`src/rtl/riscv_iter_divider_if.sv`:
```
// Request/response bundle between the ALU and the iterative divider.
// The ALU is the master: it drives the operands and the start strobe.
interface riscv_iter_divider_if #(
  parameter int unsigned WIDTH = 32
) ();
  logic [WIDTH-1:0] dividend;
  logic [WIDTH-1:0] divisor;
  logic             invalid;
  logic             Signed;
  logic [WIDTH-1:0] quotient;
  logic [WIDTH-1:0] result_REM;
  logic             ovalid;
  logic             busy;

  modport master (
    output dividend, divisor, invalid, Signed,
    input  quotient, result_REM, ovalid, busy
  );

  modport slave (
    input  dividend, divisor, invalid, Signed,
    output quotient, result_REM, ovalid, busy
  );
endinterface

```
`src/rtl/riscv_iter_divider.sv`:
```
// Radix-2 restoring divider for RISC-V DIV/DIVU/REM/REMU, one quotient bit per clock.
// Divide-by-zero and signed overflow bypass the iteration and finish in one step.
module riscv_iter_divider #(
  parameter int unsigned WIDTH = 32
) (
  input  logic                 clk,
  input  logic                 rst,
  riscv_iter_divider_if.slave  io_div
);

  localparam int unsigned      CntW    = $clog2(WIDTH);
  localparam logic [CntW-1:0]  CntLast = CntW'(WIDTH - 1);
  localparam logic [WIDTH-1:0] MinNeg  = {1'b1, {(WIDTH-1){1'b0}}};

  typedef enum logic [1:0] {StIdle, StCalc, StFix} state_e;

  state_e           r_state;
  state_e           w_state_next;
  logic [WIDTH-1:0] r_a;
  logic [WIDTH-1:0] r_b;
  logic [WIDTH-1:0] r_rem;
  logic [CntW-1:0]  r_cnt;
  logic             r_neg_q;
  logic             r_neg_r;
  logic [WIDTH-1:0] r_quot;
  logic [WIDTH-1:0] r_rem_out;
  logic             r_ovalid;

  logic             w_accept;
  logic             w_fix;
  logic             w_busy;
  logic             w_div_zero;
  logic             w_overflow;
  logic             w_special;
  logic             w_a_neg;
  logic             w_b_neg;
  logic [WIDTH-1:0] w_a_abs;
  logic [WIDTH-1:0] w_b_abs;
  logic [WIDTH:0]   w_rem_sh;
  logic             w_ge;
  logic [WIDTH-1:0] w_diff;

  assign w_div_zero = (io_div.divisor == '0);
  assign w_overflow = io_div.Signed && (io_div.dividend == MinNeg) && (io_div.divisor == '1);
  assign w_special  = w_div_zero || w_overflow;
  assign w_a_neg    = io_div.Signed && io_div.dividend[WIDTH-1];
  assign w_b_neg    = io_div.Signed && io_div.divisor[WIDTH-1];
  assign w_a_abs    = w_a_neg ? -io_div.dividend : io_div.dividend;
  assign w_b_abs    = w_b_neg ? -io_div.divisor : io_div.divisor;

  // Extra top bit keeps the compare exact when the divisor magnitude is 2^(WIDTH-1) or more.
  assign w_rem_sh   = {r_rem, r_a[WIDTH-1]};
  assign w_ge       = (w_rem_sh >= {1'b0, r_b});
  assign w_diff     = w_rem_sh[WIDTH-1:0] - r_b;

  always_ff @(posedge clk or posedge rst) begin
    if (rst) begin
      r_state <= StIdle;
    end else begin
      r_state <= w_state_next;
    end
  end

  always_comb begin
    w_state_next = r_state;
    unique case (r_state)
      StIdle: if (io_div.invalid) w_state_next = w_special ? StFix : StCalc;
      StCalc: if (r_cnt == CntLast) w_state_next = StFix;
      StFix:  w_state_next = StIdle;
      default: w_state_next = StIdle;
    endcase
  end

  always_comb begin
    w_accept = (r_state == StIdle) && io_div.invalid;
    w_fix    = (r_state == StFix);
    w_busy   = (r_state != StIdle);
  end

  always_ff @(posedge clk or posedge rst) begin
    if (rst) begin
      r_a       <= '0;
      r_b       <= '0;
      r_rem     <= '0;
      r_cnt     <= '0;
      r_neg_q   <= 1'b0;
      r_neg_r   <= 1'b0;
      r_quot    <= '0;
      r_rem_out <= '0;
      r_ovalid  <= 1'b0;
    end else begin
      r_ovalid <= w_fix;
      if (w_accept) begin
        r_cnt <= '0;
        r_b   <= w_b_abs;
        // Special results are parked in the quotient/remainder registers with no sign fix-up.
        if (w_div_zero) begin
          r_a     <= '1;
          r_rem   <= io_div.dividend;
          r_neg_q <= 1'b0;
          r_neg_r <= 1'b0;
        end else if (w_overflow) begin
          r_a     <= MinNeg;
          r_rem   <= '0;
          r_neg_q <= 1'b0;
          r_neg_r <= 1'b0;
        end else begin
          r_a     <= w_a_abs;
          r_rem   <= '0;
          r_neg_q <= w_a_neg ^ w_b_neg;
          r_neg_r <= w_a_neg;
        end
      end else if (r_state == StCalc) begin
        r_rem <= w_ge ? w_diff : w_rem_sh[WIDTH-1:0];
        r_a   <= {r_a[WIDTH-2:0], w_ge};
        r_cnt <= r_cnt + 1'b1;
      end else if (w_fix) begin
        r_quot    <= r_neg_q ? -r_a : r_a;
        r_rem_out <= r_neg_r ? -r_rem : r_rem;
      end
    end
  end

  assign io_div.quotient   = r_quot;
  assign io_div.result_REM = r_rem_out;
  assign io_div.ovalid     = r_ovalid;
  assign io_div.busy       = w_busy;

endmodule
```
`src/flat_wrapper.sv`:
```
// flat-port wrapper written by rule: the top's interface ports become plain ports
module riscv_iter_divider_flat 
#(
  parameter int unsigned WIDTH = 32
)
  (clk, rst, io_div_dividend, io_div_divisor, io_div_invalid, io_div_Signed, io_div_quotient, io_div_result_REM, io_div_ovalid, io_div_busy);
  riscv_iter_divider_if #(.WIDTH(WIDTH)) io_div_i ();
  input  logic clk;
  input  logic rst;
  input wire logic [$bits(io_div_i.dividend)-1:0] io_div_dividend;
  input wire logic [$bits(io_div_i.divisor)-1:0] io_div_divisor;
  input wire logic [$bits(io_div_i.invalid)-1:0] io_div_invalid;
  input wire logic [$bits(io_div_i.Signed)-1:0] io_div_Signed;
  output wire logic [$bits(io_div_i.quotient)-1:0] io_div_quotient;
  output wire logic [$bits(io_div_i.result_REM)-1:0] io_div_result_REM;
  output wire logic [$bits(io_div_i.ovalid)-1:0] io_div_ovalid;
  output wire logic [$bits(io_div_i.busy)-1:0] io_div_busy;
  assign io_div_i.dividend = io_div_dividend;
  assign io_div_i.divisor = io_div_divisor;
  assign io_div_i.invalid = io_div_invalid;
  assign io_div_i.Signed = io_div_Signed;
  assign io_div_quotient = io_div_i.quotient;
  assign io_div_result_REM = io_div_i.result_REM;
  assign io_div_ovalid = io_div_i.ovalid;
  assign io_div_busy = io_div_i.busy;
  riscv_iter_divider #(.WIDTH(WIDTH)) u_core (.clk(clk), .rst(rst), .io_div(io_div_i));
endmodule
```
`config.mk`:
```
export PLATFORM = sky130hd
export DESIGN_NAME = riscv_iter_divider_flat
export DESIGN_NICKNAME = d
export VERILOG_FILES = /design/src/rtl/riscv_iter_divider_if.sv /design/src/rtl/riscv_iter_divider.sv /design/src/flat_wrapper.sv
export SDC_FILE = /design/constraint.sdc
export NUM_CORES = 1
export LEC_CHECK = 0
export CORE_MARGIN = 1
export CORE_UTILIZATION = 38
export DETAILED_ROUTE_END_ITERATION = 12
export PLACE_DENSITY = 0.61
export SETUP_SLACK_MARGIN = 0.1
export SLEW_MARGIN = 20
export SYNTH_ARGS = -nofsm -noshare
export SYNTH_HDL_FRONTEND = slang
export SYNTH_SLANG_ARGS = --single-unit
```
`constraint.sdc`:
```
create_clock -name clk -period 8.1 [get_ports clk]
set_input_delay 1.62 -clock clk [delete_from_list [all_inputs] [get_ports clk]]
set_output_delay 1.62 -clock clk [all_outputs]
set_load 0.05 [all_outputs]
```
==> Flow_metrics.wiki, run 1 <==
{| class="wikitable"
! Metric !! Value
|-
| Proportion of synthesized chip area in sequential cells || 37.3%
|-
| Internal Pwr Total || 3020 uW
|-
| Buffer depth of the longest clock path || 2
|-
| Post-synthesis cell type with the largest combined area || dfrtp_1
|-
| Netlist cell types || 59
|-
| Outcome || complete, no violations
|-
| Buffers added on ports || 133
|-
| Final standard cell utilization of the core || 46.2%
|-
| Peak supply drop || 245 uV
|-
| 1st-pass router iterations || 5
|-
| Iteration-0 DRC Markers || 844
|-
| Root buf cell || clkbuf_16
|-
| Tightest Pin Transition || 1170 ps
|-
| Vias per std cell || 5.62
|-
| Most instantiated flip-flop cell in the synthesis netlist || dfrtp_1
|-
| Number of vias in the routed layout || 10.6k
|-
| Data arrival time of the worst path || 4950 ps
|-
| Static Leakage || 0.00564 uW
|-
| EDFF count, synth || 0
|-
| Final Hold Violating Endpoints || 0
|-
| Starting utilization of the core area || 38.6%
|-
| Combinational power share || 58.0%
|-
| Total routed wirelength || 34,900 um
|-
| Synthesis Warnings || 0
|-
| Total power divided by cell area || 437 mW/mm^2
|-
| FP Rows || 63
|-
| Total number of clock tree sinks || 170
|-
| IO Pins || 134
|-
| Total GRT Usage || 23.4%
|-
| Hold Startpoint || u_core.io_div.quotient[1]
|-
| Setup repair after global routing missed its margin || false
|-
| Switch Pwr || 2950 uW
|-
| Remaining antenna violation count after routing || 0
|-
| Max FO, Critical Path || 19
|-
| Vias in the first global route || 9,939
|-
| Number of placed cells counting well taps || 1,858
|-
| Antenna violations before repair || 0
|-
| Placed wire-length estimate after detailed placement || 26,300 um
|-
| Number of nets in the synthesized netlist || 1,511
|-
| Number of storage elements in the synthesis netlist || 170
|-
| Portion of total power attributed to the clock network || 14.3%
|-
| Final global-route overflow total || 0
|-
| Fraction of final layout cells with drive strength greater than 1 || 4.00%
|-
| Sequential cell fraction of total power || 27.7%
|-
| Worst Setup Start Kind || input pin
|-
| Worst hold slack across all endpoints || 478 ps
|-
| Pins over their slew limit || 0
|-
| Number of max-cap violations || 0
|-
| Critical setup path kind || input pin to flip-flop
|-
| Post-synthesis to final-layout area growth || 19.8%
|-
| Most common cell in the synthesized netlist || nand2_1
|-
| Post-layout minimum cycle time || 4620 ps
|-
| DRC violation count after routing || 0
|-
| Layout net count || 1,595
|-
| X dimension of the die || 175 um
|-
| CTS clock-pin slew for the worst setup and hold paths || 70 ps
|-
| Endpoint required time on the critical path || 8430 ps
|-
| Final Instance Count excl. Fillers || 1,890
|-
| Max Clock Freq || 216 MHz
|-
| Syn_area_per_cell || 8.13 sq um
|-
| Post-route clock period utilization || 57.1%
|-
| Largest net degree at the start of global routing || 110
|-
| Last weighted congestion value of the routability-driven placer || 0.889
|-
| Ranking of synthesized cells by area || dfrtp_1 37%, xor2_1 7.4%, nand2_1 7.1%, o21ai_0 6.6%, ha_1 4.3%
|-
| Clock latency on the worst-skew pair || 450 ps
|-
| Average wire length per cell after detail routing || 18.4 um
|-
| Reg-to-Reg Start || u_core.r_rem[2]
|-
| List of most frequent post-synthesis cells || 216 x nand2_1, 170 x dfrtp_1, 151 x o21ai_0
|-
| Placeable core region || 0.0296 sq mm
|-
| H-tree depth reported by CTS || 4
|-
| Finish-stage setup viols || 0
|-
| Gate Count Post-Synth || 1,403
|-
| Wire length of the first global-routing pass || 56,300 um
|-
| TritonCTS clock tree || yes
|-
| Die H || 175 um
|-
| Clock buffers created by TritonCTS || 17
|-
| Number of post-CTS setup repair buffers || 0
|-
| Antenna diode count || 0
|-
| Post-synth top area share || 37.3%
|-
| Switching power share of the total || 49.4%
|-
| Critical Path Sink Type || flip-flop
|-
| Async set or reset register ratio after synthesis || 100%
|-
| Die area || 0.0307 sq mm
|-
| Total negative slack for setup checks || 0 ps
|-
| Number of hold-repair buffers added at the cts stage || 0
|-
| Critical path launch point || io_div_divisor[1]
|-
| Slew Limit Headroom || 21.5%
|-
| Cell area after synthesis || 0.0114 sq mm
|-
| Post_cts resized || 0
|-
| Setup Skew || 18.2 ps
|-
| Hold Crit Class || flip-flop to flip-flop
|}
==> cell families (layout without fill, tap and decap cells) <==
group | after synthesis | count (layout) | synth area share [%]
xor+xnor | 144 | 144 | 11.1
mux | 13 | 13 | 1.15
flops | 170 | 170 | 37.3
simple gates | 486 | 486 | 19.5
compound gates | 415 | 415 | 22.1
fa+ha+maj | 40 | 40 | 4.45
buf+inv | 135 | 232 | 4.51
==> per-stage QoR <==
stage | setup slack [ps] | total power [uW] | cell area, sq um
floorplan | 1880 | 4120 | 11400
CTS | 3650 | 5960 | 13700
global route | 3410 | 6470 | 13700
detailed placement | 3200 | 5090 | 13000
finish | 3480 | 5980 | 13700
global placement | 3280 | 5060 | 13000
==> cell usage in the layout, fill, tap and decap left out, types with 39 or more instances in the layout <==
master / instances
a21oi_1: 97
clkdlybuf4s50_1: 133
dfrtp_1: 169
ha_1: 39
inv_1: 55
nand2_1: 215
nor2_1: 101
nor3_1: 41
o21ai_0: 150
xnor2_1: 48
xor2_1: 96
==> power groups by stage <==
stage	clock network, uW	registers, uW	logic [uW]
2_1_floorplan	0	1560	2560
3_3_place_gp	0	1640	3420
3_5_place_dp	0	1660	3430
4_1_cts	871	1640	3440
5_1_grt	906	1700	3860
6_report	854	1650	3470
==> flip-flops by register name (all words and copies together) (netlist names) <==
register	flops
u_core.r_b	32
u_core.io_div.result_REM	32
u_core.r_rem	32
u_core.io_div.ovalid	1
u_core.io_div.quotient	32
u_core.r_a	32
u_core.r_neg_r	1
u_core.r_neg_q	1
u_core.r_cnt	5
u_core.r_state	2
==> metal layers <==
metal	global-route usage [%]	vias to the layer above	part of all wire, %
met2	35.2	359	43
met5	0	-	0
li1	-	5155	-
met1	33.9	5051	48
met3	3.33	53	5.5
met4	8.91	0	3.1
==> critical path: stages <==
cell and delay, ps:
clkdlybuf4s50_1 550, ha_1 170, nand4_1 60, or4_1 560, nor4_1 820, and4b_1 440
nor2_1 90, buf_4 230, a222oi_1 300, nand2_1 90
==> area by class of cell <==
cell class	instances	area (sq um)
Clock inverter	13	170
Clock buffer	19	443
Timing Repair Buffer	144	1420
Tap cell	390	488
Fill cell	2925	15900
Inverter	56	215
Sequential cell	170	4260
Multi-Input combinational cell	1098	6680
==> worst paths after layout <==
path	endpoint	slack, ps	cells past startpoint
min in group asynchronous	u_core.io_div.result_REM[10]	1700	2
max in group asynchronous	u_core.r_neg_q	5110	3
min reg2reg	u_core.io_div.quotient[1]	480	2
max	u_core.r_a[4]	3480	10
min	u_core.io_div.quotient[1]	480	2
max reg2reg	u_core.r_rem[19]	3990	11
Note: power is estimated with default switching activity, not from simulation.
==> run 2, diff against run 1 <==
PLACE_DENSITY = 0.63   (was 0.61)
clock period = 4 ns   (was 8.1 ns; I/O delays follow)
==> run 2 against run 1 <==
Effect of this change:
- power up 100%
- register-to-register slack worse by 3600 ps
- via count down 0.10%
- clock power up 97%
- worst setup slack worse by 3100 ps
- clock-buffer cell count down 2
- largest power group unchanged
- clock skew down 6.0 ps
- global-route usage down 0.57 points
- sequential share of layout area down 0.66 points
- highest routed layer unchanged
==> Flow_metrics.wiki, run 2 (synthesis results as in run 1) <==
{| class="wikitable"
! Metric !! Value
|-
| Worst Setup Start Kind || flip-flop
|-
| Peak supply drop || 533 uV (+120%)
|-
| Root buf cell || clkbuf_16
|-
| Number of post-CTS setup repair buffers || 0 (unchanged)
|-
| DRC violation count after routing || 0 (unchanged)
|-
| FP Rows || 63 (unchanged)
|-
| Met1 Track Usage GR || 34.0% (+0.065 points)
|-
| Register-to-register path setup slack || 410 ps (-3580 ps)
|-
| Post-synthesis to final-layout area growth || 22.4%
|-
| Iteration-0 DRC Markers || 859 (+1.8%)
|-
| Max Clock Freq || 279 MHz
|-
| Total power divided by cell area || 871 mW/mm^2 (+99%)
|-
| Post_cts resized || 0 (unchanged)
|-
| Remaining antenna violation count after routing || 0 (unchanged)
|-
| H-tree depth reported by CTS || 4 (unchanged)
|-
| Largest net degree at the start of global routing || 89 (-19%)
|-
| Worst hold slack across all endpoints || 479 ps (+1.32 ps)
|-
| Placement Cell Area || 0.0133 sq mm (+2.3%)
|-
| CTS clock-pin slew for the worst setup and hold paths || 80 ps (about the same)
|-
| Number of vias in the routed layout || 10.6k (-0.10%)
|-
| Critical Path Sink Type || flip-flop
|-
| Critical setup path kind || flip-flop to flip-flop
|-
| Last weighted congestion value of the routability-driven placer || 0.928 (+4.3%)
|-
| Total routed wirelength || 34,200 um (-2.0%)
|-
| Met3 Usage GRT || 3.10% (-0.24 points)
|-
| Post-route clock period utilization || 89.7%
|-
| IO Pins || 134 (unchanged)
|-
| Placed wire-length estimate after detailed placement || 26,500 um (+0.71%)
|-
| Busiest layer in global routing || met1
|-
| CP peak stage delay || 520 ps (-300 ps)
|-
| Fraction of final layout cells with drive strength greater than 1 || 6.01% (+2.0 points)
|-
| Critical path cell sequence || inv_1 -> ha_1 -> inv_1 -> fa_1 -> a211oi_1 -> o21ai_0 -> o211ai_1 -> nand2_1 -> a311oi_1 -> or4_1 -> o211ai_1 -> o31ai_1 -> a21oi_1
|-
| 1st-pass router iterations || 6 (+1)
|-
| Clock latency on the worst-skew pair || 450 ps (about the same)
|-
| Total GRT Usage || 22.8% (-0.57 points)
|-
| Static Leakage || 0.00580 uW (+2.8%)
|-
| Wire length of the first global-routing pass || 55,000 um (-2.4%)
|-
| Total negative slack for setup checks || 0 ps (unchanged)
|-
| Buffers added on ports || 133 (unchanged)
|-
| Non-Filler Cell Area, Final || 0.0140 sq mm (+2.1%)
|-
| Die H || 175 um (unchanged)
|-
| Commonest non-fill, non-tap cells in the layout || 215 x nand2_1, 170 x dfrtp_1, 150 x o21ai_0, 133 x clkdlybuf4s50_1, 101 x nor2_1
|-
| Total power of the final layout || 12,200 uW (+100%)
|-
| Met2 demand-to-capacity share in global routing || 33.8% (-1.3 points)
|-
| Setup Skew || 12.2 ps (-5.96 ps)
|-
| Vias in the first global route || 9,964 (+0.25%)
|-
| Die area || 0.0307 sq mm (unchanged)
|-
| Number of hold-repair buffers added at the cts stage || 0 (unchanged)
|-
| Antenna diode count || 0 (unchanged)
|-
| Clock buffers created by TritonCTS || 17 (unchanged)
|-
| Cell type of the slowest stage on the worst timing path || a311oi_1
|-
| Tightest Pin Transition || 1040 ps (-136 ps)
|-
| Average wire length per cell after detail routing || 17.8 um (-3.6%)
|-
| Total number of clock tree sinks || 170 (unchanged)
|-
| Slew Limit Headroom || 30.8% (+9.3 points)
|-
| Final Hold Violating Endpoints || 0 (unchanged)
|-
| Final global-route overflow total || 0 (unchanged)
|-
| Number of max-cap violations || 0 (unchanged)
|-
| Hold Crit Class || flip-flop to flip-flop
|-
| Antenna violations before repair || 0 (unchanged)
|-
| Finish-stage setup viols || 0 (unchanged)
|-
| Starting utilization of the core area || 38.6% (unchanged)
|-
| Pins over their slew limit || 0 (unchanged)
|-
| X dimension of the die || 175 um (unchanged)
|-
| Max FO, Critical Path || 3 (-16)
|-
| TritonCTS clock tree || yes
|-
| Setup repair after global routing missed its margin || false
|-
| Post-layout minimum cycle time || 3590 ps
|-
| Outcome || complete, no violations
|-
| Fill count || 2,936 (+0.38%)
|-
| Vias per std cell || 5.52 (-1.8%)
|-
| Leading cell type in the layout, fill and taps excluded || nand2_1
|-
| Data arrival time of the worst path || 3900 ps (-1050 ps)
|-
| Endpoint required time on the critical path || 4310 ps (-4120 ps)
|-
| Buffer depth of the longest clock path || 2 (unchanged)
|-
| Placeable core region || 0.0296 sq mm (unchanged)
|-
| Layout net count || 1,627 (+2.0%)
|}
-- run 2: changes by cell type in the layout (fill, tap and decap cells not counted), sizes merged --
cell and change:
buf +32, inv -4, bufinv -1, clkbuf -2
clkinvlp +3, clkinv +4
-- run 2: final timing paths --
check	from	end	cells after the start
max	u_core.r_a[31]	u_core.r_rem[28]	13
min	u_core.io_div.quotient[20]	u_core.io_div.quotient[20]	2
max reg2reg	u_core.r_a[31]	u_core.r_rem[28]	13
min reg2reg	u_core.io_div.quotient[20]	u_core.io_div.quotient[20]	2
max in group asynchronous	rst	u_core.r_b[11]	3
min in group asynchronous	rst	u_core.io_div.result_REM[14]	2
-- run 2: area by class of cell --
class,instances,area [sq um],area share [%]
multi-input combinational,1098,6680,47.8
sequential,170,4250,30.5
timing repair buffer,176,1720,12.3
tap,390,488,3.50
clock buffer,17,425,3.05
inverter,56,214,1.53
clock inverter,15,184,1.32
-- run 2: critical path: cells and delay by family (launching register included) --
kind                     cells  cell delay, ps
buffers and inverters        2             240
flip-flops                   1             390
AO/OA/AOI/OAI                7            1820
AND/OR/NAND/NOR              2             350
adder cells (fa/ha/maj)      2             630
-- run 2: layer usage --
| layer | share of wire (%) | routed length (um) |
|---|---|---|
| met1 | 49 | 16600 |
| met2 | 43 | 14800 |
| met3 | 5.6 | 1930 |
| met4 | 2.7 | 909 |
| met5 | 0 | 0 |
-- run 2: where the power goes --
group / internal (uW) / switching [uW] / leakage [uW] / total (uW)
logic: 3000 / 4200 / 0.00333 / 7210
registers: 2370 / 903 / 0.00218 / 3270
clock network: 842 / 840 / 0.000286 / 1680
-- run 2: stage by stage --
step                      utilization [%]  worst slack [ps]  std cells
after floorplan                         -               919       1403
after global placement               45.2               309       1890
after detailed placement             45.2               266       1890
after CTS                            47.2               447       1922
after global routing                 47.2               164       1922
final                                47.2               411       1922
==> edit 1: new RTL, flow settings as in run 2 <==
Re-encode `state_e` (3 states) as one-hot, 3 bits wide.
--- a/src/rtl/riscv_iter_divider.sv
+++ b/src/rtl/riscv_iter_divider.sv
@@ -12,7 +12,7 @@
   localparam logic [CntW-1:0]  CntLast = CntW'(WIDTH - 1);
   localparam logic [WIDTH-1:0] MinNeg  = {1'b1, {(WIDTH-1){1'b0}}};
 
-  typedef enum logic [1:0] {StIdle, StCalc, StFix} state_e;
+  typedef enum logic [2:0] {StIdle = 3'b001, StCalc = 3'b010, StFix = 3'b100} state_e;
 
   state_e           r_state;
   state_e           w_state_next;
Formal check against the unedited RTL: same outputs for any inputs over 4 cycles, from zero or initial values and one cycle with rst high; so few cycles prove little.
==> edit 1 against run 2 <==
  * Sequential cell count grew 1
  * Setup slack lost 0.034 ns
  * Die area grew 2.5%
  * Power shrank 6.1%
  * Non-clock buffer count grew 22
  * Sequential power shrank 12%
  * Routed wire length grew 5.4%
  * Global-route usage grew 0.61 points
  * Design area grew 2.5%
  * Worst hold slack lost 0.0035 ns
  * Synthesized area grew 2.5%
  * Via count grew 3.9%
  * Critical path type unchanged
==> edit 1: results (changes against run 2) <==
Synth:
- The synthesis-stage register bit count was 171 (was 170).
- The net count after synthesis is 1523 (was 1511).
- The mux contribution to synthesized area came to 0.0146 (was 0.0115).
- The adder and majority cell fraction of the synthesized area was 0.0434 (was 0.0445).
- The post-synthesis compound-gate area fraction is 0.231 (was 0.221).
- Most common library cells after synthesis: sky130_fd_sc_hd__nand2_1, sky130_fd_sc_hd__o21ai_0, sky130_fd_sc_hd__dfrtp_1 (was sky130_fd_sc_hd__nand2_1, sky130_fd_sc_hd__dfrtp_1, sky130_fd_sc_hd__o21ai_0).

Timing:
- The share of the clock period used by the worst path came to 0.906 (was 0.897).
- The worst hold slack is 0.476 ns (was 0.479 ns).

Min path:
- The startpoint of the worst hold path is u_core.io_div.result_REM[28] (was u_core.io_div.quotient[20]).

Placement:
- The placed cell area was 13700 sq um (was 13300 sq um).

Power:
- The total net switching power came to 5.49 mW (was 5.95 mW).

Layout:
- The inverter count of the layout excluding clock inverters came to 52 (was 56).
- The total of plain and repair buffers excluding clock buffers is 198 (was 176).
- The sequential cell area share came to 0.299 (was 0.305).
- The fraction of area in clock buffers and inverters is 0.0413 (was 0.0437).
- The multi-input gate area in the final layout is 6910 sq um (was 6680 sq um).

Worst setup path:
- The cell type group with the largest total delay on the critical path is simple AND/OR/NAND/NOR gates (was compound AO/OA/AOI/OAI gates).
- The worst-case register-to-register setup slack was 0.38 ns (was 0.41 ns).
- The standard cell with the maximum stage delay on the critical path is sky130_fd_sc_hd__or3b_2 (was sky130_fd_sc_hd__a311oi_1).

Detailed routing:
- The per-cell routed wire length is 18.4 um (was 17.8 um).
- The length of the first detailed-routing pass in iterations is 5 (was 6).
- The initial detailed-routing violation count is 994 (was 859).
- The via count of the routed design is 11000 (was 10600).

GRT:
- The total global routing track utilization was 0.234 (was 0.228).
- The largest net degree at the start of global routing is 128 (was 89).

Status:
- Run status: finished, final reports clean (unchanged).
## edit 1: cell count changes after synthesis, moves of 9 or more
| cell | change |
|---|---|
| sky130_fd_sc_hd__a21oi_1 | -19 |
| sky130_fd_sc_hd__xor2_1 | -11 |
| sky130_fd_sc_hd__and3_1 | +9 |
| sky130_fd_sc_hd__nor3_1 | -19 |
| sky130_fd_sc_hd__o21ai_0 | +37 |
| sky130_fd_sc_hd__a21o_1 | +17 |
| sky130_fd_sc_hd__nand3_1 | -10 |
| sky130_fd_sc_hd__xnor2_1 | +13 |
| sky130_fd_sc_hd__a211oi_1 | -11 |
| sky130_fd_sc_hd__o21ai_1 | -10 |
| sky130_fd_sc_hd__nor2_1 | -18 |
## edit 1: routing by layer
layer | vias up | part of all wire | global-route usage
li1 | 5339 | - | -
met4 | 0 | 0.021 | 0.0694
met1 | 5271 | 0.46 | 0.328
met2 | 358 | 0.46 | 0.372
met3 | 48 | 0.064 | 0.0364
met5 | - | 0 | 0
==> edit 2: new RTL, flow settings as in run 2 <==
Without the edit above. `WIDTH` is set to 32 in 3 places; all go to 16.
--- a/src/rtl/riscv_iter_divider_if.sv
+++ b/src/rtl/riscv_iter_divider_if.sv
@@ -1,7 +1,7 @@
 // Request/response bundle between the ALU and the iterative divider.
 // The ALU is the master: it drives the operands and the start strobe.
 interface riscv_iter_divider_if #(
-  parameter int unsigned WIDTH = 32
+  parameter int unsigned WIDTH = 16
 ) ();
   logic [WIDTH-1:0] dividend;
   logic [WIDTH-1:0] divisor;
--- a/src/rtl/riscv_iter_divider.sv
+++ b/src/rtl/riscv_iter_divider.sv
@@ -1,7 +1,7 @@
 // Radix-2 restoring divider for RISC-V DIV/DIVU/REM/REMU, one quotient bit per clock.
 // Divide-by-zero and signed overflow bypass the iteration and finish in one step.
 module riscv_iter_divider #(
-  parameter int unsigned WIDTH = 32
+  parameter int unsigned WIDTH = 16
 ) (
   input  logic                 clk,
   input  logic                 rst,
--- a/src/flat_wrapper.sv
+++ b/src/flat_wrapper.sv
@@ -1,7 +1,7 @@
 // flat-port wrapper written by rule: the top's interface ports become plain ports
 module riscv_iter_divider_flat 
 #(
-  parameter int unsigned WIDTH = 32
+  parameter int unsigned WIDTH = 16
 )
   (clk, rst, io_div_dividend, io_div_divisor, io_div_invalid, io_div_Signed, io_div_quotient, io_div_result_REM, io_div_ovalid, io_div_busy);
   riscv_iter_divider_if #(.WIDTH(WIDTH)) io_div_i ();
Interface: changed (resized io_div_dividend, io_div_divisor, io_div_quotient and io_div_result_REM); port bits go from 134 to 70. The function was not compared with the original's and may differ.
==> edit 2 against run 2 <==
  * Non-clock buffer count shrank 97
  * Power shrank 50%
  * Synthesized cell count shrank 53%
  * Clock power shrank 43%
  * Worst hold slack is essentially flat
  * Final cell count shrank 53%
  * Synthesized area shrank 50%
  * Count of clock-buffer cells in the layout shrank 6
  * Sequential cell count shrank 81
  * Design area shrank 50%
  * Setup slack gained 0.37 ns
  * Routed wire length shrank 57%
  * Critical path type is now in2reg
  * Largest cell class unchanged
==> edit 2: results (changes against run 2) <==
GRT:
- The global routing usage on met2 is 0.313 (was 0.338).
- The number of global-route vias before repair is 4824 (was 9964).
- The total global routing track utilization is 0.196 (was 0.228).
- The first-pass GRT wire length is 24400 um (was 55000 um).
- The largest net degree at the start of global routing is 66 (was 89).

Detailed routing:
- The met3 routed wirelength is 618 um (was 1930 um).
- The final wirelength was 14600 um (was 34200 um).
- The met2 wire length is 6680 um (was 14800 um).
- The total routed wire length on the met1 layer is 6760 um (was 16600 um).
- The via count normalized by instance count is 5.56 (was 5.52).
- The initial detailed-routing violation count is 382 (was 859).

Worst setup path:
- The standard cell with the maximum stage delay on the critical path is sky130_fd_sc_hd__or4b_4 (was sky130_fd_sc_hd__a311oi_1).
- The worst endpoint data arrival time was 3.49 ns (was 3.90 ns).
- The largest fanout on the critical path came to 19 (was 3).
- The peak per-stage delay on the critical path is 0.48 ns (was 0.52 ns).
- The cell type group with the largest total delay on the critical path is simple AND/OR/NAND/NOR gates (was compound AO/OA/AOI/OAI gates).

Power:
- The maximum vdd drop is 351 uV (was 533 uV).
- The leakage power summed over all cells was 2.98 nW (was 5.80 nW).
- The switching portion of total power is 0.457 (was 0.489).

Synth:
- The per-instance average area after synthesis was 8.61 sq um (was 8.13 sq um).
- The sequential element share of the synthesized area is 0.391 (was 0.373).
- Synth area leaders: sky130_fd_sc_hd__dfrtp_1, sky130_fd_sc_hd__o21ai_0, sky130_fd_sc_hd__nand2_1 (was sky130_fd_sc_hd__dfrtp_1, sky130_fd_sc_hd__xor2_1, sky130_fd_sc_hd__nand2_1).
- The count of unique library cells instantiated by Yosys is 52 (was 59).
- Most common library cells after synthesis: sky130_fd_sc_hd__nand2_1, sky130_fd_sc_hd__o21ai_0, sky130_fd_sc_hd__dfrtp_1 (was sky130_fd_sc_hd__nand2_1, sky130_fd_sc_hd__dfrtp_1, sky130_fd_sc_hd__o21ai_0).
- The net count after synthesis was 721 (was 1511).

Clocking:
- The clock transition at the registers of the reported paths is 0.06 ns (was 0.08 ns).
- The latest clock arrival within the worst-skew pair is 0.36 ns (was 0.45 ns).
- The number of buffers inserted during clock tree synthesis is 9 (was 17).

Layout:
- The post-layout net count is 781 (was 1627).
- The fraction of final layout cells with drive strength greater than 1 is 0.0509 (was 0.0601).

Status:
- Run status: finished, final reports clean (unchanged).

Placement:
- The total placed cells including tap cells is 895 (was 1890).
- The placed cell area is 6580 sq um (was 13300 sq um).
- The half-perimeter wire length after placement was 11100 um (was 26500 um).
- The post-placement setup slack was 0.421 ns (was 0.266 ns).
- The count of buffers from port buffering came to 69 (was 133).
-- edit 2: changes by cell type after synthesis, sizes merged, moves of 23 or more --
cell,before,now
a21oi,97,20
clkbuf,71,25
dfrtp,170,89
inv,56,33
nand2,216,104
nand3,33,10
nor2,101,41
nor3,41,11
o21ai,164,90
xor2,96,40
-- edit 2: final cells by class --
type | instances | area (sq um)
Clock buffer | 11 | 253
Clock inverter | 5 | 85.1
Fill cell | 1390 | 7670
Inverter | 33 | 125
Multi-Input combinational cell | 510 | 3230
Sequential cell | 89 | 2230
Tap cell | 184 | 230
Timing Repair Buffer | 79 | 766
-- edit 2: power by group through the flow --
stage | registers [mW] | logic, mW | clock network, mW
global route | 1.83 | 3.75 | 1.01
global placement | 1.75 | 3.29 | 0
detailed placement | 1.78 | 3.36 | 0
finish | 1.77 | 3.36 | 0.956
floorplan | 1.96 | 2.28 | 0
CTS | 1.76 | 3.36 | 0.973
-- edit 2: path summary, 6_finish.rpt --
kind,start,to,slack [ns],cells past startpoint
worst max-delay path,io_div_divisor[0],u_core.r_rem[12],0.78,10
worst min-delay path,u_core.io_div.quotient[14],u_core.io_div.quotient[14],0.48,2
worst max register to register,u_core.r_rem[5],u_core.r_rem[12],1.01,9
worst min register to register,u_core.io_div.quotient[14],u_core.io_div.quotient[14],0.48,2
max in group asynchronous,rst,u_core.r_cnt[0],2.31,3
min in group asynchronous,rst,u_core.io_div.result_REM[11],0.91,2
-- edit 2: cells by family (layout without fill, tap and decap cells) --
kind of cell	after synthesis	in the layout	synth area share
AND/OR/NAND/NOR	207	207	0.166
AO/OA/AOI/OAI	193	193	0.210
flip-flops	89	89	0.391
XOR/XNOR	67	67	0.103
buffers and inverters	63	128	0.0428
adder cells (fa/ha/maj)	23	23	0.0518
multiplexers	20	20	0.0351
